--- src/rtl/count_step_pkg.sv ---
// Shared types for counter-step monitors: FSM state, step kind and event bundle.
// Purely declarative; no latency or backpressure.
package count_step_pkg;

  localparam logic [1:0] DIR_INIT  = 2'd0;
  localparam logic [1:0] DIR_STILL = 2'd1;
  localparam logic [1:0] DIR_UP    = 2'd2;
  localparam logic [1:0] DIR_DOWN  = 2'd3;

  typedef enum logic [1:0] {
    ST_INIT  = DIR_INIT,
    ST_STILL = DIR_STILL,
    ST_UP    = DIR_UP,
    ST_DOWN  = DIR_DOWN
  } state_e;

  typedef enum logic [1:0] {
    STEP_HOLD    = 2'd0,
    STEP_UP      = 2'd1,
    STEP_DOWN    = 2'd2,
    STEP_ILLEGAL = 2'd3
  } step_e;

  typedef struct packed {
    logic step_up;
    logic step_down;
    logic hold;
    logic wrap;
    logic illegal;
  } ev_t;

endpackage

--- src/rtl/step_classifier.sv ---
// Classifies prev->cur of a modulo-2^WIDTH counter as hold/up/down/illegal, plus wrap.
// Combinational, zero latency; no backpressure.
module step_classifier
  import count_step_pkg::*;
#(
  parameter int WIDTH = 4
) (
  input  logic [WIDTH-1:0] prev,
  input  logic [WIDTH-1:0] cur,
  output step_e            kind,
  output logic             wrap
);

  localparam logic [WIDTH-1:0] ONE  = WIDTH'(1);
  localparam logic [WIDTH-1:0] ZERO = '0;
  localparam logic [WIDTH-1:0] MAX  = '1;

  logic [WIDTH-1:0] delta;

  always_comb begin
    delta = cur - prev;
    kind  = STEP_ILLEGAL;
    wrap  = 1'b0;
    // Up is tested before down so that for WIDTH=1 a delta of 1 reads as +1.
    if (delta == ZERO) begin
      kind = STEP_HOLD;
    end else if (delta == ONE) begin
      kind = STEP_UP;
      wrap = (WIDTH == 1) || ((prev == MAX) && (cur == ZERO));
    end else if (delta == MAX) begin
      kind = STEP_DOWN;
      wrap = (prev == ZERO) && (cur == MAX);
    end
  end

endmodule

--- src/rtl/count_step_decoder.sv ---
// Decodes a sampled counter bus into registered up/down/hold/wrap/illegal pulses (1 cycle after sample),
// tracks direction and run length, keeps a sticky error; no backpressure. Option: COUNT_STEP_DECODER_REVERSAL_CNT_EN.
module count_step_decoder
  import count_step_pkg::*;
#(
  parameter int WIDTH = 4,
  parameter int RUN_W = 8
) (
  input  logic             clk,
  input  logic             reset_n,
  input  logic             valid,
  input  logic [WIDTH-1:0] count,
  input  logic             err_clr,
  output logic             step_up,
  output logic             step_down,
  output logic             hold,
  output logic             wrap,
  output logic             illegal,
  output logic [1:0]       dir,
  output logic [RUN_W-1:0] run_len,
  output logic             err_sticky
`ifdef COUNT_STEP_DECODER_REVERSAL_CNT_EN
  ,
  output logic [RUN_W-1:0] rev_cnt
`endif
);

  localparam logic [RUN_W-1:0] RUN_ONE = RUN_W'(1);
  localparam logic [RUN_W-1:0] RUN_MAX = '1;

  state_e           state_q, state_d;
  logic [WIDTH-1:0] prev_count_q, prev_count_d;
  ev_t              ev_q, ev_d;
  logic [RUN_W-1:0] run_len_q, run_len_d;
  logic             err_q, err_d;
`ifdef COUNT_STEP_DECODER_REVERSAL_CNT_EN
  logic [RUN_W-1:0] rev_cnt_q, rev_cnt_d;
`endif

  step_e cls_kind;
  logic  cls_wrap;

  step_classifier #(.WIDTH(WIDTH)) u_cls (
    .prev (prev_count_q),
    .cur  (count),
    .kind (cls_kind),
    .wrap (cls_wrap)
  );

  always_comb begin
    state_d      = state_q;
    prev_count_d = prev_count_q;
    ev_d         = '0;
    run_len_d    = run_len_q;
    err_d        = err_q;
`ifdef COUNT_STEP_DECODER_REVERSAL_CNT_EN
    rev_cnt_d    = rev_cnt_q;
    if (err_clr) rev_cnt_d = '0;
`endif
    // Clear first so that a same-cycle illegal below re-sets the flag.
    if (err_clr) err_d = 1'b0;

    if (valid) begin
      prev_count_d = count;
      if (state_q == ST_INIT) begin
        state_d   = ST_STILL;
        run_len_d = '0;
      end else begin
        case (cls_kind)
          STEP_UP: begin
            ev_d.step_up = 1'b1;
            ev_d.wrap    = cls_wrap;
            state_d      = ST_UP;
            if (state_q == ST_UP)
              run_len_d = (run_len_q == RUN_MAX) ? run_len_q : run_len_q + RUN_ONE;
            else
              run_len_d = RUN_ONE;
`ifdef COUNT_STEP_DECODER_REVERSAL_CNT_EN
            if (state_q == ST_DOWN && rev_cnt_d != RUN_MAX) rev_cnt_d = rev_cnt_d + RUN_ONE;
`endif
          end
          STEP_DOWN: begin
            ev_d.step_down = 1'b1;
            ev_d.wrap      = cls_wrap;
            state_d        = ST_DOWN;
            if (state_q == ST_DOWN)
              run_len_d = (run_len_q == RUN_MAX) ? run_len_q : run_len_q + RUN_ONE;
            else
              run_len_d = RUN_ONE;
`ifdef COUNT_STEP_DECODER_REVERSAL_CNT_EN
            if (state_q == ST_UP && rev_cnt_d != RUN_MAX) rev_cnt_d = rev_cnt_d + RUN_ONE;
`endif
          end
          STEP_HOLD: begin
            ev_d.hold = 1'b1;
            state_d   = ST_STILL;
            run_len_d = '0;
          end
          default: begin
            ev_d.illegal = 1'b1;
            state_d      = ST_STILL;
            run_len_d    = '0;
            err_d        = 1'b1;
          end
        endcase
      end
    end
  end

  always_ff @(posedge clk or negedge reset_n) begin
    if (!reset_n) begin
      state_q      <= ST_INIT;
      prev_count_q <= '0;
      ev_q         <= '0;
      run_len_q    <= '0;
      err_q        <= 1'b0;
`ifdef COUNT_STEP_DECODER_REVERSAL_CNT_EN
      rev_cnt_q    <= '0;
`endif
    end else begin
      state_q      <= state_d;
      prev_count_q <= prev_count_d;
      ev_q         <= ev_d;
      run_len_q    <= run_len_d;
      err_q        <= err_d;
`ifdef COUNT_STEP_DECODER_REVERSAL_CNT_EN
      rev_cnt_q    <= rev_cnt_d;
`endif
    end
  end

  assign step_up    = ev_q.step_up;
  assign step_down  = ev_q.step_down;
  assign hold       = ev_q.hold;
  assign wrap       = ev_q.wrap;
  assign illegal    = ev_q.illegal;
  assign dir        = state_q;
  assign run_len    = run_len_q;
  assign err_sticky = err_q;
`ifdef COUNT_STEP_DECODER_REVERSAL_CNT_EN
  assign rev_cnt    = rev_cnt_q;
`endif

endmodule

--- config.mk ---
export PLATFORM = sky130hd
export DESIGN_NAME = count_step_decoder
export DESIGN_NICKNAME = d
export VERILOG_FILES = /design/src/rtl/count_step_pkg.sv /design/src/rtl/step_classifier.sv /design/src/rtl/count_step_decoder.sv
export SDC_FILE = /design/constraint.sdc
export NUM_CORES = 1
export LEC_CHECK = 0
export CAP_MARGIN = 20
export CORE_MARGIN = 4
export CORE_UTILIZATION = 40
export CTS_BUF_LIST = sky130_fd_sc_hd__clkbuf_8 sky130_fd_sc_hd__clkbuf_16
export DETAILED_ROUTE_END_ITERATION = 6
export PLACE_DENSITY = 0.69
export SYNTH_ARGS = -nofsm -noshare
export SYNTH_HDL_FRONTEND = slang
export SYNTH_SLANG_ARGS = --single-unit
--- constraint.sdc ---
create_clock -name clk -period 3.3 [get_ports clk]
set_input_delay 0.33 -clock clk [delete_from_list [all_inputs] [get_ports clk]]
set_output_delay 0.33 -clock clk [all_outputs]
set_load 0.05 [all_outputs]
==> flow_metrics.env <==
export IMPL_status="completed"
export IMPL_hp_class="reg2reg"
export IMPL_seq_area_frac_synth=0.430
export IMPL_coreArea_um2=2760
export IMPL_count_of_boundary_i_o_pins=24
export IMPL_worst_slew_pin_slew_ps=876
export IMPL_grtUsageTotal=0.146
export IMPL_placedInstanceArea_um2=1430
export IMPL_cp_end_kind="flop"
export IMPL_timing_clock_skew_ps=3.55
export IMPL_die_x_um=61.9
export IMPL_drt_wirelength_per_cell_um=13.7
export IMPL_detailed_place_hpwl_um=1890
export IMPL_r2r_worst_path_cells=8
export IMPL_count_of_state_elements_after_synthesis=20
export IMPL_fmax_mhz=394
export IMPL_async_reset_ff_frac=1.00
export IMPL_worst_ir_drop_vdd_mv=0.448
export IMPL_muxShareOfSynthArea=0.0194
export IMPL_report_final_hold_viol_count=0
export IMPL_layout_cells_most_common_list="sky130_fd_sc_hd__clkdlybuf4s50_1 (23), sky130_fd_sc_hd__dfrtp_1 (20), sky130_fd_sc_hd__inv_1 (13)"
export IMPL_path_max_fanout=8
export IMPL_number_of_slew_limit_violations_in_the_final_report=0
export IMPL_worstReg2RegEnd="run_len[3]$_DFFE_PN0P_"
export IMPL_drt_pass1_iterations=4
export IMPL_hold_path_depth=1
export IMPL_synthDistinctLibCells=40
export IMPL_synth_adder_area_share=0.0602
export IMPL_grt_pass1_vias=927
export IMPL_total_neg_setup_slack_ps=0
export IMPL_final_worst_path_cycle_share=0.769
export IMPL_syn_avg_cell_area_um2=9.46
export IMPL_rr_startpoint="prev_count_q[0]$_DFFE_PN0P_"
export IMPL_wl_um=2460
export IMPL_first_pass_grt_wire_length_um=4110
export IMPL_synth_enable_flop_cells=0
export IMPL_floorplan_initialDensity=0.422
export IMPL_ctsLongestPathBuffers=2
export IMPL_worst_ep_required_time_ps=3480
export IMPL_cts_repair_resized=0
export IMPL_std_cell_rows=19
export IMPL_n_antenna_cell=0
export IMPL_synth_top_family_by_area="simple AND/OR/NAND/NOR gates"
export IMPL_critPathKind="in2reg"
export IMPL_clock_tree_from_tritoncts="built"
export IMPL_synth_net_count=136
export IMPL_clock_root_buffer="sky130_fd_sc_hd__clkbuf_8"
export IMPL_cellPowerDensity_nw_per_um2=486
export IMPL_drt_first_iter_violations=31
export IMPL_design_die_area_um2=3840
export IMPL_regToRegSetupSlack_ps=1000
export IMPL_final_period_minus_worst_setup_slack_ps=2540
export IMPL_hold_end="err_sticky$_DFF_PN0_"
export IMPL_setup_repair_after_global_routing_missed_its_margin="no"
export IMPL_design_area_um2=1500
export IMPL_nNetsFinal=162
export IMPL_worst_hold_startpoint="err_sticky$_DFF_PN0_"
export IMPL_synth_top_flop_cell="sky130_fd_sc_hd__dfrtp_1"
export IMPL_layout_core_utilization=0.543
export IMPL_final_layout_size_suffix_gt1_frac=0.0878
export IMPL_grt_ovfl_total=0
export IMPL_ys_warnings_count=0
export IMPL_synth_compound_area_frac=0.189
export IMPL_cap_viol_max_count=0
export IMPL_vias=963
export IMPL_path_clk_slew_ps=80
export IMPL_cts_setup_buffers=0
export IMPL_synthToLayoutAreaGrowth_pct=28.7
export IMPL_tritoncts_buffer_count=3
export IMPL_timing_final_setup_violations=0
export IMPL_gp_congestion=0.854
export IMPL_static_leakage_power_nw=0.633
export IMPL_clkLatencyLatePin_ps=260
export IMPL_post_synth_xor_area_fraction=0.0151
export IMPL_crit_arrival_ps=2720
export IMPL_slew_limit_headroom=0.414
export IMPL_syn_inst=123
export IMPL_final_common_cell="sky130_fd_sc_hd__clkdlybuf4s50_1"
export IMPL_n_fill_cell=248
export IMPL_drc_errors=0
export IMPL_die_height_um=61.9
export IMPL_ctsHtreeMaxLevel=1
export IMPL_kind_of_start_point_of_the_critical_path="input pin"
export IMPL_syn_cell_area_um2=1160
export IMPL_average_via_count_per_standard_cell=5.38
export IMPL_antenna_found_initial=0
export IMPL_synthSimpleGateAreaFrac=0.232
export IMPL_grt_start_max_net_pins=21
export IMPL_cts_sinks=20
export IMPL_final_antenna_net_count=0
export IMPL_cts_hold_buf=0
export IMPL_io_buffer_count=23
## routing by layer
metal,GRT usage,share of wire,vias up
met4,0.0515,0.0073,0
met1,0.195,0.48,444
met5,0,0,-
li1,-,-,495
met3,0.0434,0.054,2
met2,0.226,0.46,22
## report_power, final
group,total [mW],internal [mW],switching [mW]
clock network,0.245,0.162,0.0833
logic,0.197,0.0760,0.121
registers,0.287,0.263,0.0232
## stage by stage
step	setup WS (ps)	total power, mW	std cells	hold WS [ps]
3_5_place_dp	466	0.489	175	466
5_1_grt	575	0.765	179	495
4_1_cts	754	0.736	179	484
2_1_floorplan	1240	0.426	123	34.4
3_3_place_gp	585	0.485	175	458
6_report	763	0.729	179	478
## worst max-delay path, cell delays in order
cell	delay [ps]
sky130_fd_sc_hd__clkdlybuf4s50_1	520
sky130_fd_sc_hd__inv_1	60
sky130_fd_sc_hd__ha_1	220
sky130_fd_sc_hd__fa_1	380
sky130_fd_sc_hd__xor2_1	240
sky130_fd_sc_hd__and3b_2	260
sky130_fd_sc_hd__nand3b_4	110
sky130_fd_sc_hd__o22ai_4	260
sky130_fd_sc_hd__nand3_1	140
sky130_fd_sc_hd__o22ai_1	210
## area by class of cell
cell class / count / area (um^2) / area share
Clock buffer: 3 / 41.3 / 0.0276
Multi-Input combinational cell: 87 / 601 / 0.401
Clock inverter: 1 / 30.0 / 0.0201
Tap cell: 31 / 38.8 / 0.0259
Inverter: 13 / 48.8 / 0.0326
Timing Repair Buffer: 24 / 238 / 0.159
Sequential cell: 20 / 500 / 0.334
## state kept, by name, summed over array words and instances, names as in the netlist
name / count
step_down: 1
prev_count_q: 4
wrap: 1
err_sticky: 1
run_len: 8
hold: 1
dir: 2
step_up: 1
illegal: 1
## logic make-up (layout without fill, tap and decap cells)
family | Yosys count | after routing
XOR/XNOR | 2 | 2
adder cells (fa/ha/maj) | 5 | 5
flip-flops | 20 | 20
AO/OA/AOI/OAI | 32 | 32
AND/OR/NAND/NOR | 46 | 46
multiplexers | 2 | 2
buffers and inverters | 16 | 41
## cell usage after synthesis (all sizes together), types with 3 or more instances
| cell | n | share of area |
|---|---|---|
| a21oi | 10 | 0.046 |
| dfrtp | 20 | 0.43 |
| ha | 4 | 0.043 |
| inv | 13 | 0.042 |
| nand2 | 11 | 0.035 |
| nand2b | 3 | 0.016 |
| nand3 | 7 | 0.030 |
| nand4 | 4 | 0.022 |
| nor2 | 7 | 0.023 |
| nor3 | 3 | 0.013 |
| o21ai | 6 | 0.026 |
| o22ai | 3 | 0.028 |
## worst max path at each step
stage          slack (ps)                        start                      to  cells past startpoint
6_report              760                     count[0]  run_len[3]$_DFFE_PN0P_                     10
5_1_grt               580                     count[0]  run_len[3]$_DFFE_PN0P_                     10
4_1_cts               750                     count[0]  run_len[3]$_DFFE_PN0P_                     10
3_5_place_dp          470                     count[0]  run_len[3]$_DFFE_PN0P_                     10
3_3_place_gp          590                     count[0]  run_len[3]$_DFFE_PN0P_                     10
2_1_floorplan        1240  prev_count_q[0]$_DFFE_PN0P_  run_len[3]$_DFFE_PN0P_                      8
(Power assumes the default switching activity.)
